--- config.mk ---
export PLATFORM = sky130hd
export DESIGN_NAME = stream_demux1to2_flat
export DESIGN_NICKNAME = d
export VERILOG_FILES = /design/src/rtl/stream_demux1to2_if.sv /design/src/rtl/stream_demux1to2.sv /design/src/flat_wrapper.sv
export SDC_FILE = /design/constraint.sdc
export NUM_CORES = 1
export LEC_CHECK = 0
export CAP_MARGIN = 20
export CORE_MARGIN = 2
export CORE_UTILIZATION = 50
export DETAILED_ROUTE_END_ITERATION = 10
export PLACE_DENSITY = 0.84
export RECOVER_POWER = 50
export SYNTH_ARGS = -nofsm -noshare
export SYNTH_HDL_FRONTEND = slang
export SYNTH_SLANG_ARGS = --single-unit
--- constraint.sdc ---
create_clock -name clk -period 5.5 [get_ports clk]
set_input_delay 1.375 -clock clk [delete_from_list [all_inputs] [get_ports clk]]
set_output_delay 1.375 -clock clk [all_outputs]
set_load 0.02 [all_outputs]
--- src/rtl/stream_demux1to2_if.sv ---
// rtl/stream_demux1to2_if.sv - handshake bundle for the 1-to-2 stream demultiplexer
interface stream_demux1to2_if #(
    parameter int N     = 32,
    parameter int CNT_W = 16
);
    logic             in_valid;
    logic             in_ready;
    logic             in_sel;
    logic [N-1:0]     in_data;
    logic             out0_valid;
    logic             out0_ready;
    logic [N-1:0]     out0_data;
    logic             out1_valid;
    logic             out1_ready;
    logic [N-1:0]     out1_data;
    logic [CNT_W-1:0] cnt0;
    logic [CNT_W-1:0] cnt1;

    modport slave (
        input  in_valid, in_sel, in_data, out0_ready, out1_ready,
        output in_ready, out0_valid, out0_data, out1_valid, out1_data, cnt0, cnt1
    );

    modport master (
        output in_valid, in_sel, in_data, out0_ready, out1_ready,
        input  in_ready, out0_valid, out0_data, out1_valid, out1_data, cnt0, cnt1
    );
endinterface

--- src/rtl/stream_demux1to2.sv ---
// rtl/stream_demux1to2.sv - registered 1-to-2 stream demultiplexer over a 2-entry FIFO
module stream_demux1to2 #(
    parameter int N     = 32,
    parameter int CNT_W = 16
) (
    input  logic                     clk,
    input  logic                     rst_n,
    stream_demux1to2_if.slave        bus
);
    logic [N:0]       mem [2];
    logic             head;
    logic             tail;
    logic [1:0]       count;
    logic             ready_en;
    logic [CNT_W-1:0] cnt0_q;
    logic [CNT_W-1:0] cnt1_q;

    logic             head_sel;
    logic [N-1:0]     head_data;
    logic             non_empty;
    logic             valid0;
    logic             valid1;
    logic             push;
    logic             pop0;
    logic             pop1;
    logic             pop;

    assign head_sel  = mem[head][N];
    assign head_data = mem[head][N-1:0];
    assign non_empty = (count != 2'd0);
    assign valid0    = non_empty && !head_sel;
    assign valid1    = non_empty && head_sel;

    // ready_en keeps in_ready low during reset and until the first edge after release
    assign bus.in_ready   = ready_en && (count != 2'd2);
    assign bus.out0_valid = valid0;
    assign bus.out1_valid = valid1;
    assign bus.out0_data  = valid0 ? head_data : '0;
    assign bus.out1_data  = valid1 ? head_data : '0;
    assign bus.cnt0       = cnt0_q;
    assign bus.cnt1       = cnt1_q;

    assign push = bus.in_valid && bus.in_ready;
    assign pop0 = valid0 && bus.out0_ready;
    assign pop1 = valid1 && bus.out1_ready;
    assign pop  = pop0 || pop1;

    always_ff @(posedge clk) begin
        if (push) begin
            mem[tail] <= {bus.in_sel, bus.in_data};
        end
    end

    always_ff @(posedge clk or negedge rst_n) begin
        if (!rst_n) begin
            head     <= 1'b0;
            tail     <= 1'b0;
            count    <= 2'd0;
            ready_en <= 1'b0;
            cnt0_q   <= '0;
            cnt1_q   <= '0;
        end else begin
            ready_en <= 1'b1;
            if (push) begin
                tail <= ~tail;
            end
            if (pop) begin
                head <= ~head;
            end
            count <= count + {1'b0, push} - {1'b0, pop};
            if (pop0) begin
                cnt0_q <= cnt0_q + 1'b1;
            end
            if (pop1) begin
                cnt1_q <= cnt1_q + 1'b1;
            end
        end
    end
endmodule

--- src/flat_wrapper.sv ---
// flat-port wrapper written by rule: the top's interface ports become plain ports
module stream_demux1to2_flat 
#(
    parameter int N     = 32,
    parameter int CNT_W = 16
)
  (clk, rst_n, bus_in_valid, bus_in_sel, bus_in_data, bus_out0_ready, bus_out1_ready, bus_in_ready, bus_out0_valid, bus_out0_data, bus_out1_valid, bus_out1_data, bus_cnt0, bus_cnt1);
  stream_demux1to2_if #(.N(N), .CNT_W(CNT_W)) bus_i ();
  input  logic clk;
  input  logic rst_n;
  input wire logic [$bits(bus_i.in_valid)-1:0] bus_in_valid;
  input wire logic [$bits(bus_i.in_sel)-1:0] bus_in_sel;
  input wire logic [$bits(bus_i.in_data)-1:0] bus_in_data;
  input wire logic [$bits(bus_i.out0_ready)-1:0] bus_out0_ready;
  input wire logic [$bits(bus_i.out1_ready)-1:0] bus_out1_ready;
  output wire logic [$bits(bus_i.in_ready)-1:0] bus_in_ready;
  output wire logic [$bits(bus_i.out0_valid)-1:0] bus_out0_valid;
  output wire logic [$bits(bus_i.out0_data)-1:0] bus_out0_data;
  output wire logic [$bits(bus_i.out1_valid)-1:0] bus_out1_valid;
  output wire logic [$bits(bus_i.out1_data)-1:0] bus_out1_data;
  output wire logic [$bits(bus_i.cnt0)-1:0] bus_cnt0;
  output wire logic [$bits(bus_i.cnt1)-1:0] bus_cnt1;
  assign bus_i.in_valid = bus_in_valid;
  assign bus_i.in_sel = bus_in_sel;
  assign bus_i.in_data = bus_in_data;
  assign bus_i.out0_ready = bus_out0_ready;
  assign bus_i.out1_ready = bus_out1_ready;
  assign bus_in_ready = bus_i.in_ready;
  assign bus_out0_valid = bus_i.out0_valid;
  assign bus_out0_data = bus_i.out0_data;
  assign bus_out1_valid = bus_i.out1_valid;
  assign bus_out1_data = bus_i.out1_data;
  assign bus_cnt0 = bus_i.cnt0;
  assign bus_cnt1 = bus_i.cnt1;
  stream_demux1to2 #(.N(N), .CNT_W(CNT_W)) u_core (.clk(clk), .rst_n(rst_n), .bus(bus_i));
endmodule
==> metrics.txt <==
Worst-Skew Late Latency 0.35 ns; final critical-path share of the clock period 70.33%; Max Slew Vio Count 72; top sig layer met4; RSZ-0062 raised after global routing false; Reg2Reg Depth 4; average wire per standard cell 16.17 um; logic gate share of total power 46.8%; fin crit period 3.868 ns; wire length on met1 4028 um; CTS tree built; Distinct cells, synth 31; Core Area 8299 sq um; leak pwr 0.002325 uW; post-CTS sizing 0; r2r setup slk 2.70 ns; Initial Utilization 51.94%; Hold WC Path Type reg -> reg; Clock power frac 17.1%; area of the multi-input gates 1313 sq um; Post-CTS Setup Inserts 0; fin nets 503; via count 2942; P_int 1818 uW; min-delay src u_core.bus.cnt0[15]$_DFFE_PN0P_; initial antenna violation count 2; clk slew on worst S/H paths 0.10 ns; all-layer global routing usage 20.04%; largest net degree at the start of global routing 38; die area 9380 sq um; slew margin rel. -29.93%; PwrDens 487.0 nW/um^2; fmax 258.5 MHz; Die Y 96.85 um; Required @ worst endpoint 4.12 ns; storage element area 2909 sq um; setup_tns 0 ns; max_cap viols 2; H-tree Lvls 3; final wirelength 9263 um; post-route clock skew 0.01103 ns; hold path depth 1; Worst Hold Path EP u_core.bus.cnt0[15]$_DFFE_PN0P_; Psw 1104 uW; failing checks max-capacitance violations, max-slew violations; Filler cells 557; first-pass GRT wire length 14960 um; design area 6000 sq um; WHS 0.4800 ns; drt drc 0; area grow syn2layout 39.19%; Initial DRC Count 117; Synthesized Nets 362; nature of the critical path endpoint output pin; CTS Hold Bufs 0; Synth Cell Area 4310 sq um; CTS Buf Count 9; Sw Ratio 37.79%; Sink Count 103; row count 33; Mapped Cells 320; hpwl dp 6602 um; mean post-synth cell area 13.47 sq um; post-synthesis sequential area ratio 67.46%; # IOs 137; placed cell area 5801 sq um; outcome finished, violations left; RR Endpoint u_core.mem[1][11]$_DFFE_PP_; share of cells above drive strength 1 6.223%; routability cong. 0.7515; yosys warns 0; Worst VDD drop 0.2840 mV; met2 wire length 4462 um; post-route ant nets 0; Die X 96.85 um; total grt overflow 0; vias in the first global route 3064; total power 2922 uW; reg-to-reg startpoint u_core.count[0]$_DFF_PN0_; IO buf count 136; WL met3 599 um; register bit total from synthesis 103; CP arrival 2.49 ns; register share of total power 36.1%; final number of setup-violating endpoints 0; Root Driver clkbuf_8; Max clock buf depth 2; Critical Path Source Type register; Crit Path Max Fanout 33; number of iterations in the first detailed-routing pass 4; Final Hold Viols 0; Slew @ Worst Pin 1.949 ns; Crit Path Class reg -> out; Via-to-Cell Ratio 5.134
power groups by stage:
stage                     clock network (uW)  registers, uW  logic (uW)
after global routing                     544           1070        1450
after detailed placement                   0           1070        1380
after CTS                                510           1050        1390
final                                    501           1050        1370
after global placement                     0           1060        1360
after floorplan                            0           1080         740
worst max-delay path, cell delays in order (launching register included):
cell	delay [ns]
dfrtp_2	0.55
mux2i_1	0.42
o21ai_2	0.09
buf_4	0.26
nor2_1	0.19
clkdlybuf4s50_1	0.63
cells by family after synthesis:
kind of cell               count (synthesis)  share of synthesized area [%]
buffers and inverters                     21                          2.003
and+or+nand+nor                          117                          13.06
AOI/OAI and AO/OA                          4                         0.7839
DFF                                      103                          67.46
other                                      1                        0.08700
muxes                                     36                          8.534
xor gates and xnor gates                  34                          6.909
adders and majority gates                  4                          1.161
placed cells by master (no fill, tap or decap), types with 2 or more instances in the layout:
| cell type | instances |
|---|---|
| nand3_1 | 9 |
| inv_2 | 2 |
| xnor2_1 | 28 |
| nor3_1 | 3 |
| clkbuf_1 | 3 |
| inv_1 | 8 |
| o21ai_2 | 2 |
| mux2_2 | 2 |
| buf_4 | 3 |
| diode_2 | 2 |
| clkdlybuf4s50_1 | 99 |
| xor2_1 | 6 |
| nand2_1 | 10 |
| edfxtp_1 | 66 |
| and3_1 | 6 |
| mux2i_1 | 33 |
| dlygate4sd3_1 | 37 |
| nor4_1 | 2 |
| dfrtp_1 | 36 |
| bufinv_16 | 2 |
| clkbuf_8 | 9 |
| ha_1 | 4 |
| nor2_1 | 68 |
| nand4_1 | 11 |
flip-flops by register name, summed over array words and instances (netlist names):
register / count
u_core.bus.cnt0: 16
u_core.bus.cnt1: 16
u_core.count: 2
u_core.head: 1
u_core.mem: 66
u_core.ready_en: 1
u_core.tail: 1
synthesized netlist by cell type:
library cell | n | share of area [%]
nor2_1 | 69 | 6.0
nor4_2 | 2 | 0.58
mux2_2 | 2 | 0.52
mux2_4 | 1 | 0.35
xor2_1 | 6 | 1.2
nor4b_1 | 1 | 0.20
ha_1 | 4 | 1.2
nand4_1 | 11 | 1.6
nor4_1 | 1 | 0.15
inv_2 | 2 | 0.17
clkbuf_1 | 10 | 0.87
and4_1 | 1 | 0.20
nor3_2 | 1 | 0.23
a22o_1 | 1 | 0.20
or4_4 | 1 | 0.26
edfxtp_1 | 66 | 46
mux2i_1 | 33 | 7.7
inv_1 | 8 | 0.70
nand3b_1 | 1 | 0.17
conb_1 | 1 | 0.087
o21ai_2 | 2 | 0.41
nor3_1 | 2 | 0.23
buf_6 | 1 | 0.26
nand2_1 | 10 | 0.87
and2_1 | 1 | 0.15
nand3_1 | 9 | 1.0
dfrtp_1 | 37 | 21
xnor2_1 | 28 | 5.7
nor4_4 | 1 | 0.49
a21boi_0 | 1 | 0.17
and3_1 | 6 | 0.87
worst max-delay path by stage:
stage	from	endpoint	slack, ns
5_1_grt	u_core.head$_DFFE_PN0N_	bus_out0_data[12]	1.52
3_5_place_dp	u_core.head$_DFFE_PN0N_	bus_out0_data[12]	2.01
3_3_place_gp	u_core.head$_DFFE_PN0N_	bus_out0_data[12]	2.09
6_report	u_core.head$_DFFE_PN0N_	bus_out0_data[12]	1.63
4_1_cts	u_core.head$_DFFE_PN0N_	bus_out0_data[12]	1.62
2_1_floorplan	bus_in_valid	u_core.mem[0][0]$_DFFE_PP_	2.18
area by class of cell:
type                    count  area share (%)
clock inverters             6           1.418
diodes                      2         0.08342
clock buffers              10           2.127
inverters                  10          0.6257
multi-input cells         196           21.88
flip-flops and latches    103           48.49
well taps                 105           2.190
repair buffers            141           23.19
per-stage QoR:
step	worst slack (ns)	utilization, %	std cells
after CTS	1.619	72.46	571
after global routing	1.523	72.26	572
after global placement	2.089	69.89	555
after floorplan	2.181	-	320
final	1.632	72.29	573
after detailed placement	2.010	69.89	555
routing by layer:
layer | GRT usage [%] | vias to the layer above
li1 | - | 1399
met1 | 24.89 | 1408
met2 | 34.08 | 118
met3 | 5.347 | 17
met4 | 6.826 | 0
met5 | 0 | -
(Power assumes the default switching activity.)
==> edit: new RTL, config.mk and constraints unchanged <==
`CNT_W` is set to 16 in 3 places; all go to 20.
--- a/src/rtl/stream_demux1to2_if.sv
+++ b/src/rtl/stream_demux1to2_if.sv
@@ -1,7 +1,7 @@
 // rtl/stream_demux1to2_if.sv - handshake bundle for the 1-to-2 stream demultiplexer
 interface stream_demux1to2_if #(
     parameter int N     = 32,
-    parameter int CNT_W = 16
+    parameter int CNT_W = 20
 );
     logic             in_valid;
     logic             in_ready;
--- a/src/rtl/stream_demux1to2.sv
+++ b/src/rtl/stream_demux1to2.sv
@@ -1,7 +1,7 @@
 // rtl/stream_demux1to2.sv - registered 1-to-2 stream demultiplexer over a 2-entry FIFO
 module stream_demux1to2 #(
     parameter int N     = 32,
-    parameter int CNT_W = 16
+    parameter int CNT_W = 20
 ) (
     input  logic                     clk,
     input  logic                     rst_n,
--- a/src/flat_wrapper.sv
+++ b/src/flat_wrapper.sv
@@ -2,7 +2,7 @@
 module stream_demux1to2_flat 
 #(
     parameter int N     = 32,
-    parameter int CNT_W = 16
+    parameter int CNT_W = 20
 )
   (clk, rst_n, bus_in_valid, bus_in_sel, bus_in_data, bus_out0_ready, bus_out1_ready, bus_in_ready, bus_out0_valid, bus_out0_data, bus_out1_valid, bus_out1_data, bus_cnt0, bus_cnt1);
   stream_demux1to2_if #(.N(N), .CNT_W(CNT_W)) bus_i ();
Ports: changed (resized bus_cnt0 and bus_cnt1); port bits go from 137 to 145. No check against the original RTL was run, so the function may have changed too.
==> edit against the unedited design <==
Sequential cell count grew 8. Cell count up 8.0%. The run still ends with max-capacitance violations, max-slew violations left. Largest cell class unchanged. Total power rose by 1.7%. Cell area grew 6.8%. Synthesized area increased by 9.3%. Highest routed layer unchanged. Routed wire length rose by 7.4%. Worst setup slack worse by 0.67 ns. Die area is 8.9% higher. Via count up 8.1%.
==> edit: results (changes against the unedited design) <==
run_status:
  run_status: "complete, but fails checks"
  violations: "max-capacitance violations, max-slew violations"
finish:
  inv_count: 8  # -2
  nonClkBufAreaFrac: 0.228  # -0.00374
  area_delta_synth_final_pct: 36.0
  seq_share: 0.485  # about the same
  clockNetworkAreaShare: 0.0305  # -0.00498
  n_all_buffers: 148  # +5.0%
  design.seq.count: 111  # +7.8%
  num-multi-input-gates: 223  # +14%
  fill_cells: 657  # +18%
global_route:
  grt_use_met2: 0.338  # -0.00306
  met1_usage: 0.238  # -0.0107
  grt_antenna_before_repair: 1  # -1
setup_path:
  crit-reg2reg-capture: "u_core.bus.cnt1[19]"
  max_stage_delay_ns: 0.98  # +0.35 ns
  critical_path_arrival_ns: 3.16  # +0.67 ns
  rr_startpoint: "u_core.head"
  cp_slowest_cell: "dfrtp_1"
  r2r_setup_slack_ns: 2.63  # -0.07 ns
  worst-path-max-fanout: 18  # -45%
  path_delay_family: "flip-flops"
place:
  dpl-instance-area_sq_um: 6270  # +8.0%
  port_buffers: 144  # +5.9%
  dpl.hpwl_um: 7030  # +6.4%
power:
  vdd_drop_max_mv: 0.305  # +7.4%
  leakagePower_nw: 2.50  # +7.4%
min_path:
  min_from: "u_core.bus.cnt0[19]"
detailed_routing:
  wl_per_cell_um: 16.1  # -0.57%
  first_pass_iters: 5  # +1
  vias: 3179  # +8.1%
flow_run:
  cap_viol_max_count: 2  # unchanged
synthesis:
  ys_async_sr_fraction: 0.405  # +0.0462
  syn_nets: 395  # +9.1%
  synth_commonest_cells: "70 x nor2_1, 66 x edfxtp_1, 45 x dfrtp_1"
  syn_area_per_cell_sq_um: 13.3  # -0.95%
  synth_cell_types: 33  # +6.5%
  ys_seq_area_frac: 0.660  # -0.0147
  synthTopCellsByArea: "edfxtp_1 42%, dfrtp_1 24%, mux2i_1 6.8%, xnor2_1 6.3%, nor2_1 5.6%"
sta:
  hold_ws_ns: 0.484  # +0.00426 ns
  drv_slew: 77  # +6.9%
## edit: cell types whose count changed in the layout (fill, tap and decap cells not counted), moves of 3 or more
| cell | delta |
|---|---|
| nand3_1 | +11 |
| dfrtp_1 | +9 |
| clkdlybuf4s50_1 | +8 |
| xnor2_1 | +6 |
| nor3_1 | +3 |
## edit: per-layer routing
metal | share of wire | up-vias
li1 | - | 1532
met4 | 0.012 | 0
met5 | 0 | -
met1 | 0.42 | 1514
met3 | 0.063 | 17
met2 | 0.51 | 116
## edit: cells by family (layout without fill, tap and decap cells)
group	after synthesis	after routing	share of synthesized area
mux	36	36	0.0808
buf+inv	19	172	0.0178
flops	111	111	0.660
other cells	1	3	0.000796
xor+xnor	42	42	0.0781
simple gates	136	136	0.146
fa+ha+maj	4	4	0.0106
compound gates	4	4	0.00611
## edit: where the power goes
part / internal [mW] / switching, mW
Sequential: 1.01 / 0.118
Combinational: 0.618 / 0.735
Clock: 0.214 / 0.275
Total: 1.84 / 1.13
## edit: worst register-to-register path, delay by kind of cell (launching register included)
| family | cells | cell delay (ns) |
|---|---|---|
| simple gates | 2 | 1.42 |
| xor+xnor | 1 | 0.19 |
| flops | 1 | 0.98 |
| mux | 1 | 0.19 |
## edit: how the worst max path moves through the flow
stage	from	end	slack [ns]	cells after the start
5_1_grt	u_core.head	bus_out0_data[20]	0.84	5
6_report	u_core.head	bus_out0_data[15]	0.96	5
2_1_floorplan	bus_in_valid	u_core.mem[0][0]	2.18	2
4_1_cts	u_core.head	bus_out0_data[15]	1.12	5
3_5_place_dp	u_core.head	bus_out0_data[15]	1.52	5
3_3_place_gp	u_core.head	bus_out0_data[9]	1.65	5
## edit: metrics by stage
step,util,std cells
global placement,0.681,600
global route,0.696,617
finish,0.696,619
floorplan,-,353
CTS,0.703,616
detailed placement,0.681,600
